--- config.mk ---
export PLATFORM = sky130hd
export DESIGN_NAME = lsu_ctrl_flat
export DESIGN_NICKNAME = d
export VERILOG_FILES = /design/src/rtl/lsu_ctrl_if.sv /design/src/rtl/lsu_ctrl.sv /design/src/flat_wrapper.sv
export SDC_FILE = /design/constraint.sdc
export NUM_CORES = 1
export LEC_CHECK = 0
export ABC_AREA = 1
export CELL_PAD_IN_SITES_DETAIL_PLACEMENT = 1
export CELL_PAD_IN_SITES_GLOBAL_PLACEMENT = 1
export CORE_ASPECT_RATIO = 0.75
export CORE_MARGIN = 1.5
export CORE_UTILIZATION = 37
export DETAILED_ROUTE_END_ITERATION = 8
export MAX_ROUTING_LAYER = met4
export PLACE_DENSITY_LB_ADDON = 0.1
export SLEW_MARGIN = 20
export SYNTH_ARGS = -nofsm -noshare
export SYNTH_HDL_FRONTEND = slang
export SYNTH_SLANG_ARGS = --single-unit
--- constraint.sdc ---
create_clock -name clock -period 4.16 [get_ports clock]
set_clock_uncertainty 0.1 [all_clocks]
set_input_delay 0.416 -clock clock [delete_from_list [all_inputs] [get_ports clock]]
set_output_delay 0.416 -clock clock [all_outputs]
set_load 0.02 [all_outputs]
--- src/rtl/lsu_ctrl_if.sv ---
// Bus bundle for lsu_ctrl: execute-stage request, response channel and the
// data-memory port. The "slave" modport is the LSU's view; "master" is the
// surrounding core and memory.
interface lsu_ctrl_if;
  // request channel
  logic        in_valid;
  logic        in_ready;
  logic        in_is_store;
  logic [2:0]  in_funct3;
  logic [31:0] in_addr;
  logic [31:0] in_wdata;
  // response channel
  logic        out_valid;
  logic        out_ready;
  logic [31:0] out_rdata;
  logic        out_err;
  // memory port
  logic        mem_valid;
  logic        mem_write_enable;
  logic [31:0] mem_write_addr;
  logic [31:0] mem_write_data;
  logic [3:0]  mem_write_mask;
  logic [31:0] mem_read_addr;
  logic [31:0] mem_read_data;

  modport slave (
    input  in_valid, in_is_store, in_funct3, in_addr, in_wdata,
    input  out_ready, mem_read_data,
    output in_ready, out_valid, out_rdata, out_err,
    output mem_valid, mem_write_enable, mem_write_addr, mem_write_data,
    output mem_write_mask, mem_read_addr
  );

  modport master (
    output in_valid, in_is_store, in_funct3, in_addr, in_wdata,
    output out_ready, mem_read_data,
    input  in_ready, out_valid, out_rdata, out_err,
    input  mem_valid, mem_write_enable, mem_write_addr, mem_write_data,
    input  mem_write_mask, mem_read_addr
  );
endinterface

--- src/rtl/lsu_ctrl.sv ---
// Load/store unit: takes one RV32 load/store at a time, performs a single
// word-aligned memory access with byte mask and lane-shifted store data, and
// returns extended load data (or an error flag) over a valid/ready response.
module lsu_ctrl #(
  parameter int unsigned LATENCY = 0  // extra wait cycles after the access, 0..15
) (
  input  logic       clock,
  input  logic       reset,           // asynchronous, active low
  lsu_ctrl_if.slave  bus
);

  typedef enum logic [1:0] {IDLE, ACCESS, WAIT, RESP} state_t;

  localparam logic [3:0] WAIT_INIT = (LATENCY > 0) ? 4'(LATENCY - 1) : 4'd0;

  state_t      state;
  logic [3:0]  wait_cnt;
  logic        is_store_q;
  logic [2:0]  funct3_q;
  logic [1:0]  off_q;
  logic [31:0] data_q;
  logic        out_valid_q;
  logic        out_err_q;
  logic [31:0] out_rdata_q;
  logic        mem_valid_q;
  logic        mem_we_q;
  logic [31:0] mem_addr_q;
  logic [31:0] mem_wdata_q;
  logic [3:0]  mem_mask_q;

  // Illegal width code, store of an unsigned width, or misaligned access.
  // NOTE: a function that returns on every path describes pure logic; no storage is implied.
  function automatic logic req_illegal(input logic st, input logic [2:0] f3,
                                       input logic [1:0] off);
    case (f3)
      3'b000:  return 1'b0;
      3'b001:  return off[0];
      3'b010:  return off != 2'b00;
      3'b100:  return st;
      3'b101:  return st | off[0];
      default: return 1'b1;
    endcase
  endfunction

  // Byte enables for the accessed lanes.
  function automatic logic [3:0] lane_mask(input logic [2:0] f3, input logic [1:0] off);
    case (f3[1:0])
      2'b00:   return 4'b0001 << off;
      2'b01:   return 4'b0011 << off;
      default: return 4'b1111;
    endcase
  endfunction

  // Pull the addressed byte/half out of the word and extend it.
  function automatic logic [31:0] extract(input logic [31:0] data, input logic [2:0] f3,
                                          input logic [1:0] off, input logic st);
    logic [31:0] sh;
    sh = data >> {off, 3'b000};
    if (st) return 32'd0;
    case (f3)
      3'b000:  return {{24{sh[7]}}, sh[7:0]};
      3'b100:  return {24'd0, sh[7:0]};
      3'b001:  return {{16{sh[15]}}, sh[15:0]};
      3'b101:  return {16'd0, sh[15:0]};
      default: return data;
    endcase
  endfunction

  // Request FSM with all outputs registered.
  // NOTE: sequential state uses non-blocking assignments so every register samples pre-edge values.
  always_ff @(posedge clock or negedge reset) begin
    if (!reset) begin
      // NOTE: datapath registers are reset as well; there is no RAM here, so defined outputs cost nothing.
      state       <= IDLE;
      wait_cnt    <= 4'd0;
      is_store_q  <= 1'b0;
      funct3_q    <= 3'd0;
      off_q       <= 2'd0;
      data_q      <= 32'd0;
      out_valid_q <= 1'b0;
      out_err_q   <= 1'b0;
      out_rdata_q <= 32'd0;
      mem_valid_q <= 1'b0;
      mem_we_q    <= 1'b0;
      mem_addr_q  <= 32'd0;
      mem_wdata_q <= 32'd0;
      mem_mask_q  <= 4'd0;
    end else begin
      case (state)
        IDLE: begin
          if (bus.in_valid) begin
            is_store_q <= bus.in_is_store;
            funct3_q   <= bus.in_funct3;
            off_q      <= bus.in_addr[1:0];
            if (req_illegal(bus.in_is_store, bus.in_funct3, bus.in_addr[1:0])) begin
              state       <= RESP;
              out_valid_q <= 1'b1;
              out_err_q   <= 1'b1;
              out_rdata_q <= 32'd0;
            end else begin
              state       <= ACCESS;
              mem_valid_q <= 1'b1;
              mem_we_q    <= bus.in_is_store;
              mem_addr_q  <= {bus.in_addr[31:2], 2'b00};
              mem_wdata_q <= bus.in_wdata << {bus.in_addr[1:0], 3'b000};
              mem_mask_q  <= lane_mask(bus.in_funct3, bus.in_addr[1:0]);
            end
          end
        end
        ACCESS: begin
          mem_valid_q <= 1'b0;
          mem_we_q    <= 1'b0;
          data_q      <= bus.mem_read_data;
          if (LATENCY > 0) begin
            state    <= WAIT;
            wait_cnt <= WAIT_INIT;
          end else begin
            state       <= RESP;
            out_valid_q <= 1'b1;
            out_err_q   <= 1'b0;
            out_rdata_q <= extract(bus.mem_read_data, funct3_q, off_q, is_store_q);
          end
        end
        WAIT: begin
          if (wait_cnt == 4'd0) begin
            state       <= RESP;
            out_valid_q <= 1'b1;
            out_err_q   <= 1'b0;
            out_rdata_q <= extract(data_q, funct3_q, off_q, is_store_q);
          end else begin
            wait_cnt <= wait_cnt - 4'd1;
          end
        end
        RESP: begin
          if (bus.out_ready) begin
            state       <= IDLE;
            out_valid_q <= 1'b0;
            out_err_q   <= 1'b0;
            out_rdata_q <= 32'd0;
          end
        end
        default: state <= IDLE;
      endcase
    end
  end

  assign bus.in_ready         = (state == IDLE);
  assign bus.out_valid        = out_valid_q;
  assign bus.out_err          = out_err_q;
  assign bus.out_rdata        = out_rdata_q;
  assign bus.mem_valid        = mem_valid_q;
  assign bus.mem_write_enable = mem_we_q;
  assign bus.mem_write_addr   = mem_addr_q;
  assign bus.mem_read_addr    = mem_addr_q;
  assign bus.mem_write_data   = mem_wdata_q;
  assign bus.mem_write_mask   = mem_mask_q;

endmodule

--- src/flat_wrapper.sv ---
// flat-port wrapper written by rule: the top's interface ports become plain ports
module lsu_ctrl_flat 
#(
  parameter int unsigned LATENCY = 0                                              
)
  (clock, reset, bus_in_valid, bus_in_is_store, bus_in_funct3, bus_in_addr, bus_in_wdata, bus_out_ready, bus_mem_read_data, bus_in_ready, bus_out_valid, bus_out_rdata, bus_out_err, bus_mem_valid, bus_mem_write_enable, bus_mem_write_addr, bus_mem_write_data, bus_mem_write_mask, bus_mem_read_addr);
  lsu_ctrl_if bus_i ();
  input  logic clock;
  input  logic reset;
  input wire logic [$bits(bus_i.in_valid)-1:0] bus_in_valid;
  input wire logic [$bits(bus_i.in_is_store)-1:0] bus_in_is_store;
  input wire logic [$bits(bus_i.in_funct3)-1:0] bus_in_funct3;
  input wire logic [$bits(bus_i.in_addr)-1:0] bus_in_addr;
  input wire logic [$bits(bus_i.in_wdata)-1:0] bus_in_wdata;
  input wire logic [$bits(bus_i.out_ready)-1:0] bus_out_ready;
  input wire logic [$bits(bus_i.mem_read_data)-1:0] bus_mem_read_data;
  output wire logic [$bits(bus_i.in_ready)-1:0] bus_in_ready;
  output wire logic [$bits(bus_i.out_valid)-1:0] bus_out_valid;
  output wire logic [$bits(bus_i.out_rdata)-1:0] bus_out_rdata;
  output wire logic [$bits(bus_i.out_err)-1:0] bus_out_err;
  output wire logic [$bits(bus_i.mem_valid)-1:0] bus_mem_valid;
  output wire logic [$bits(bus_i.mem_write_enable)-1:0] bus_mem_write_enable;
  output wire logic [$bits(bus_i.mem_write_addr)-1:0] bus_mem_write_addr;
  output wire logic [$bits(bus_i.mem_write_data)-1:0] bus_mem_write_data;
  output wire logic [$bits(bus_i.mem_write_mask)-1:0] bus_mem_write_mask;
  output wire logic [$bits(bus_i.mem_read_addr)-1:0] bus_mem_read_addr;
  assign bus_i.in_valid = bus_in_valid;
  assign bus_i.in_is_store = bus_in_is_store;
  assign bus_i.in_funct3 = bus_in_funct3;
  assign bus_i.in_addr = bus_in_addr;
  assign bus_i.in_wdata = bus_in_wdata;
  assign bus_i.out_ready = bus_out_ready;
  assign bus_i.mem_read_data = bus_mem_read_data;
  assign bus_in_ready = bus_i.in_ready;
  assign bus_out_valid = bus_i.out_valid;
  assign bus_out_rdata = bus_i.out_rdata;
  assign bus_out_err = bus_i.out_err;
  assign bus_mem_valid = bus_i.mem_valid;
  assign bus_mem_write_enable = bus_i.mem_write_enable;
  assign bus_mem_write_addr = bus_i.mem_write_addr;
  assign bus_mem_write_data = bus_i.mem_write_data;
  assign bus_mem_write_mask = bus_i.mem_write_mask;
  assign bus_mem_read_addr = bus_i.mem_read_addr;
  lsu_ctrl #(.LATENCY(LATENCY)) u_core (.clock(clock), .reset(reset), .bus(bus_i));
endmodule
==> out/metrics.csv <==
stage;metric;value;unit
status;outcome;finished clean;
timing;worst hold margin;369;ps
timing;Final Hold Viols;0;
power;Power Density;831;nW/um2
place;PortBufs;236;
hold_path;Hold Crit Class;register to register;
floorplan;DIE HEIGHT;134;um
power;Clk network pwr share;16.6;%
critical_path;critical path startpoint category;register;
logic_synthesis;Post-Syn Area;8520;um2
global_routing;largest net degree at the start of global routing;88;
logic_synthesis;top cells by area, synth;dfrtp_1, nand2_1, o21ai_0, nand3_1, buf_4;
power;Internal;4.85;mW
critical_path;CP Cell Sequence;inv_2 > nor2_1 > inv_2 > o21ai_0 > nand2_1 > nand2_1 > nand2_1 > nand2_1 > nand2_1 > nand2_1;
timing;# setup viols final;0;
cts;Clock Latency Late Sink;430;ps
cells_and_area;area grow syn2layout;32.2;%
logic_synthesis;Post-synth ARST share;100;%
drt;DR vias;8402;
critical_path;Crit-path slowest cell;dfrtp_1;
timing;min cycle time layout;2810;ps
cts;Post-CTS Setup Inserts;0;
power;Seq pwr share;27.0;%
place;Placed Area;10700;um2
drt;met3 WL;2.16;mm
power;static leakage;5.42;nW
timing;worst slew margin relative to its limit;31.9;%
drt;drt total wl;30.8;mm
drt;drt wl/cell;18.7;um
floorplan;row count;47;
drt;detailed-router iteration count before antenna repair;5;
drt;met2 WL;12.9;mm
floorplan;Starting Density;38.1;%
critical_path;Max FO, Critical Path;33;
critical_path;CP bufs+invs;2;
drt;top layer in use;met4;
power;switching share of power;48.2;%
critical_path;critical path's most frequent cell;nand2_1;
global_routing;vias in the first global route;8215;
place;DP HPWL;22.1;mm
logic_synthesis;area share of the largest cell type after synthesis;42.9;%
drt;DR vias/cell;5.09;
logic_synthesis;Avg Cell Area, Syn;7.19;um2
timing;RSZ-0062 raised after global routing;no;
place;post-placement cell count;1619;
timing;Max Freq;356;MHz
cells_and_area;Register Area;3650;um2
cells_and_area;ANT cells;0;
drt;met1 WL;15.5;mm
run;Max-Cap Viols;0;
place;GPL Wtd Cong;0.903;
cells_and_area;Finished Core Util;50.4;%
cts;CTS max path bufs;2;
cells_and_area;Fill cells;2798;
drt;Routed Antenna Nets;0;
cts;CTS sink count;146;
critical_path;Largest delay share family, worst path;flip-flops;
timing;max-slew violation count;0;
floorplan;Core Area;22300;um2
logic_synthesis;Synth warnings;0;
drt;number of remaining DRC errors;0;
global_routing;first-pass GRT wire length;47.5;mm
critical_path;Req. time, crit path;4420;ps
cts;CTS tree;done;
critical_path;CP Class;register to register;
timing;worst-margin pin slew;1020;ps
critical_path;Worst Setup End Kind;register;
logic_synthesis;Cells after Synth;1185;
global_routing;Total Routing Usage GR;26.8;%
critical_path;max incr delay on CP;820;ps
logic_synthesis;Post-synth EDFFs;0;
power;Peak VDD IR;313;uV
critical_path;WP data arrival;3070;ps
logic_synthesis;sequential area share after synthesis;42.9;%
timing;crit share post-route;67.5;%
global_routing;Overflow after GRT;0;
logic_synthesis;Most used DFF post-synth;dfrtp_1;
logic_synthesis;#FFs+latches synth;146;
power;sw power;4.51;mW
cells_and_area;nets@finish;1454;
cells_and_area;layout cell share with drive strength beyond 1;6.77;%
timing;Final TNS setup;0;ps
cts;Clock transition at path regs;70;ps
logic_synthesis;count of cell types in the netlist;35;
global_routing;initial antenna violation count;0;
cells_and_area;final instance area;11300;um2
cts;CTS Root Cell;clkbuf_16;
cells_and_area;post-route insts no fill;1652;
cts;Num CTS Buffers;17;
drt;starting DRC count in detailed routing;651;
cts;H-tree depth;4;
floorplan;io pins;241;
logic_synthesis;Yosys top cell by area;dfrtp_1;
floorplan;die area;24000;um2
power;Comb pwr share;56.5;%
cells_and_area;multi-input logic area;3860;um2
floorplan;die width;178;um
==> sequential cells by signal, indices dropped and copies added (netlist names), 2 cells and up <==
| signal | cells |
|---|---|
| u_core.state | 2 |
| u_core.bus.mem_write_data | 32 |
| u_core.data_q | 32 |
| u_core.bus.mem_read_addr | 30 |
| u_core.wait_cnt | 4 |
| u_core.bus.mem_write_mask | 4 |
| u_core.bus.out_rdata | 32 |
| u_core.off_q | 2 |
| u_core.funct3_q | 3 |
==> synthesized netlist by cell type, types with 2 or more instances <==
cell type / number
nor2_1: 30
o21ai_0: 97
nand3_1: 62
o22ai_1: 2
o211ai_1: 7
buf_2: 25
dfrtp_1: 146
buf_4: 39
buf_1: 5
nand2_4: 2
or2_2: 4
ha_1: 5
o31ai_1: 8
nand2_1: 502
buf_6: 11
nor2_4: 3
inv_2: 11
a21oi_1: 49
or2_1: 4
inv_1: 72
o21ai_1: 39
clkbuf_1: 26
nand3_2: 22
nand3_4: 3
==> worst paths after layout <==
kind	from	to	slack (ps)	depth (start not counted)
max	u_core.off_q[1]	u_core.bus.out_rdata[12]	1350	10
min	u_core.bus.mem_write_data[16]	u_core.bus.mem_write_data[16]	370	2
max reg2reg	u_core.off_q[1]	u_core.bus.out_rdata[12]	1350	10
min reg2reg	u_core.bus.mem_write_data[16]	u_core.bus.mem_write_data[16]	370	2
max in group asynchronous	reset	u_core.bus.mem_read_addr[2]	2620	3
min in group asynchronous	reset	u_core.bus.out_rdata[26]	490	2
==> cells by family after synthesis <==
logic type | after synthesis | synth area share, %
AOI/OAI and AO/OA | 203 | 12.4
xor gates and xnor gates | 1 | 0.103
adders and majority gates | 5 | 0.734
buffers and inverters | 193 | 11.9
DFF | 146 | 42.9
other | 1 | 0.0440
and+or+nand+nor | 636 | 31.9
==> power groups by stage <==
stage	clock network, mW	logic [mW]	registers [mW]
after floorplan	0	2.94	2.94
after global placement	0	5.13	2.53
after detailed placement	0	5.26	2.55
after CTS	1.57	5.30	2.53
after global routing	1.64	5.79	2.61
final	1.55	5.28	2.52
==> final cells by class <==
class | instances | share of cell area [%]
multi-input combinational | 849 | 34.3
sequential | 146 | 32.5
timing repair buffer | 246 | 22.0
clock buffer | 17 | 3.78
tap | 294 | 3.27
inverter | 85 | 2.86
clock inverter | 15 | 1.31
==> through the flow <==
step | setup WS, ps | power [mW]
3_3_place_gp | 1330 | 7.66
3_5_place_dp | 1250 | 7.81
4_1_cts | 1440 | 9.41
6_report | 1350 | 9.36
5_1_grt | 1140 | 10.0
2_1_floorplan | 2280 | 5.88
==> metal layers <==
layer / GRT usage, % / vias up
li1: - / 4037
met1: 40.0 / 4068
met2: 37.4 / 277
met3: 5.41 / 20
met4: 5.23 / 0
met5: - / -
==> worst register-to-register path, cell delays in order (launching register included) <==
cell	delay (ps)
dfrtp_1	820
inv_2	460
nor2_1	330
inv_2	190
o21ai_0	380
nand2_1	110
nand2_1	90
nand2_1	50
nand2_1	100
nand2_1	70
nand2_1	60
==> cells in the final DEF (no fill, tap or decap), types with 17 or more instances in the layout <==
cell type and count:
nand2_1 502, clkdlybuf4s50_1 235, dfrtp_1 146, o21ai_0 97, inv_1 72, nand3_1 62
a21oi_1 49, o21ai_1 39, nor2_1 30, nand3_2 22, clkbuf_16 17
==> timing repair <==
action / in CTS / in global routing
hold endpoints to repair: 14 / 0
endpoints found under the setup margin: 0 / 0
gates resized for setup: 0 / 0
hold buffers: 1 / 0
Note: power is estimated with default switching activity, not from simulation.
==> RTL edit, RTL diff (same flow settings) <==
Re-encode `state_t` (4 states) as Gray code, 2 bits wide.
--- a/src/rtl/lsu_ctrl.sv
+++ b/src/rtl/lsu_ctrl.sv
@@ -9,7 +9,7 @@
   lsu_ctrl_if.slave  bus
 );
 
-  typedef enum logic [1:0] {IDLE, ACCESS, WAIT, RESP} state_t;
+  typedef enum logic [1:0] {IDLE = 2'b00, ACCESS = 2'b01, WAIT = 2'b11, RESP = 2'b10} state_t;
 
   localparam logic [3:0] WAIT_INIT = (LATENCY > 0) ? 4'(LATENCY - 1) : 4'd0;
 
Behaviour: no difference found for any inputs over 4 cycles, from zero or initial values and one cycle with reset low; so few cycles prove little.
==> RTL edit against the unedited design <==
The flow now finishes with violations (negative hold slack). Die area decreased by 2.5%. Non-clock buffer count increased by 3. Sequential cell count unchanged. Wire length decreased by 1.1%. Global-route usage increased by 0.88 points. Total power decreased by 11%. Cell area decreased by 1.2%. Area after synthesis decreased by 2.5%. Worst setup slack improved by 0.15 ns. Sequential power decreased by 2%. Critical path type is now reg2out. Critical endpoint is now bus_in_ready.
==> RTL edit: results (changes against the unedited design) <==
static leakage 5.58 nW (was 5.42 nW); number of antenna violations at the first check in global routing 1 (was 0); worst hold slack after final layout -0.00229 ns (was 0.369 ns); largest net degree at the start of global routing 96 (was 88); violations in the final reports negative hold slack; number of distinct library cells after synthesis 36 (was 35); drt first-iter violations 624 (was 651); fraction of the mapped netlist area in compound gates 11.0% (was 12.4%); portion of the post-synthesis area used by sequential elements 44.0% (was 42.9%); Flop pwr share 29.6% (was 27.0%); vias in the first global route 8711 (was 8215); Power per Cell Area 747 nW/um2 (was 831 nW/um2); total half-perimeter wirelength after legalization and detailed placement 21.7 mm (was 22.1 mm); Final nets 1440 (was 1454); total via count in the routed design 8501 (was 8402); slack of the worst reg-to-reg path 1.52 ns (was 1.35 ns); Worst path top cell family by delay buffers and inverters (was flip-flops); switching part of the total 45.8% (was 48.2%); mux share of post-synthesis cell area 0.964% (was 0%); worst r2r src u_core.state[1] (was u_core.off_q[1]); adder-cell area share of the yosys netlist 0.151% (was 0.734%); result of the run finished with violations (was completed); total of buffers placed on input and output ports 236 (unchanged); maximum net fanout on the critical path 11 (was 33); worst-case vdd ir drop 0.000428 V (was 0.000313 V); setup slack at placement 1.21 ns (was 1.25 ns); total cell area at the placement stage 10600 um2 (was 10700 um2); data arrival time of the critical path 2.14 ns (was 3.07 ns); met3 usage in global routing 4.66% (was 5.41%); Max-Slew Margin vs Limit 36.6% (was 31.9%); path category of the worst min-delay check in2async (was reg2reg); Final GP Congestion 0.815 (was 0.903); M1 GR Usage 39.8% (was 40.0%); worst flop-to-flop path endpoint u_core.bus.out_rdata[17] (was u_core.bus.out_rdata[12]); met2 track demand over resource 40.1% (was 37.4%); Worst Reg2Reg Path Length in Cells 7 (was 10); combinational cell power 4.33 mW (was 5.28 mW); capturing element of the worst setup path bus_in_ready (was u_core.bus.out_rdata[12]); final hold viol count 1 (was 0); leading cell types by total area after synthesis sky130_fd_sc_hd__dfrtp_1 44%, sky130_fd_sc_hd__nand2_1 23%, sky130_fd_sc_hd__o21ai_0 7.4% (was sky130_fd_sc_hd__dfrtp_1 43%, sky130_fd_sc_hd__nand2_1 22%, sky130_fd_sc_hd__o21ai_0 5.7%); delay contributed by the slowest stage of the critical path 0.72 ns (was 0.82 ns); wire length of the first global-routing pass 48.6 mm (was 47.5 mm)
RTL edit: cell count changes in the layout (fill, tap and decap cells not counted), moves of 5 or more:
cell,before,now
sky130_fd_sc_hd__a21oi_1,49,22
sky130_fd_sc_hd__o22ai_1,2,9
sky130_fd_sc_hd__o21ai_1,39,0
sky130_fd_sc_hd__o31ai_1,8,1
sky130_fd_sc_hd__nand3_1,62,85
sky130_fd_sc_hd__nand2_1,502,509
sky130_fd_sc_hd__buf_4,6,11
sky130_fd_sc_hd__inv_1,72,80
sky130_fd_sc_hd__nand3_2,22,4
sky130_fd_sc_hd__nor2_1,30,38
sky130_fd_sc_hd__mux2i_1,0,8
sky130_fd_sc_hd__o21ai_0,97,122
sky130_fd_sc_hd__inv_2,11,6
RTL edit: logic make-up after synthesis:
logic type | count (synthesis)
multiplexers | 8
buffers and inverters | 187
other | 1
AND/OR/NAND/NOR | 651
adder cells (fa/ha/maj) | 1
flip-flops | 146
AO/OA/AOI/OAI | 169
XOR/XNOR | 1
RTL edit: area by class of cell:
type | instances | area [um2] | area share (%)
Sequential cell | 146 | 3650 | 32.8
Multi-Input combinational cell | 834 | 3720 | 33.4
Clock inverter | 12 | 123 | 1.10
Timing Repair Buffer | 249 | 2490 | 22.3
Clock buffer | 20 | 447 | 4.01
Tap cell | 294 | 368 | 3.31
Inverter | 87 | 329 | 2.96
Antenna cell | 1 | 2.50 | 0.0225
RTL edit: through the flow:
stage,util (%),instances
floorplan,-,1167
global placement,47.9,1610
detailed placement,47.9,1610
CTS,50.5,1642
global route,50.5,1643
finish,50.5,1643
RTL edit: layer usage:
metal / share of wire [%] / wire length (um)
met1: 49 / 14900
met2: 44 / 13300
met4: 1.6 / 493
met5: 0 / 0
met3: 5.8 / 1760
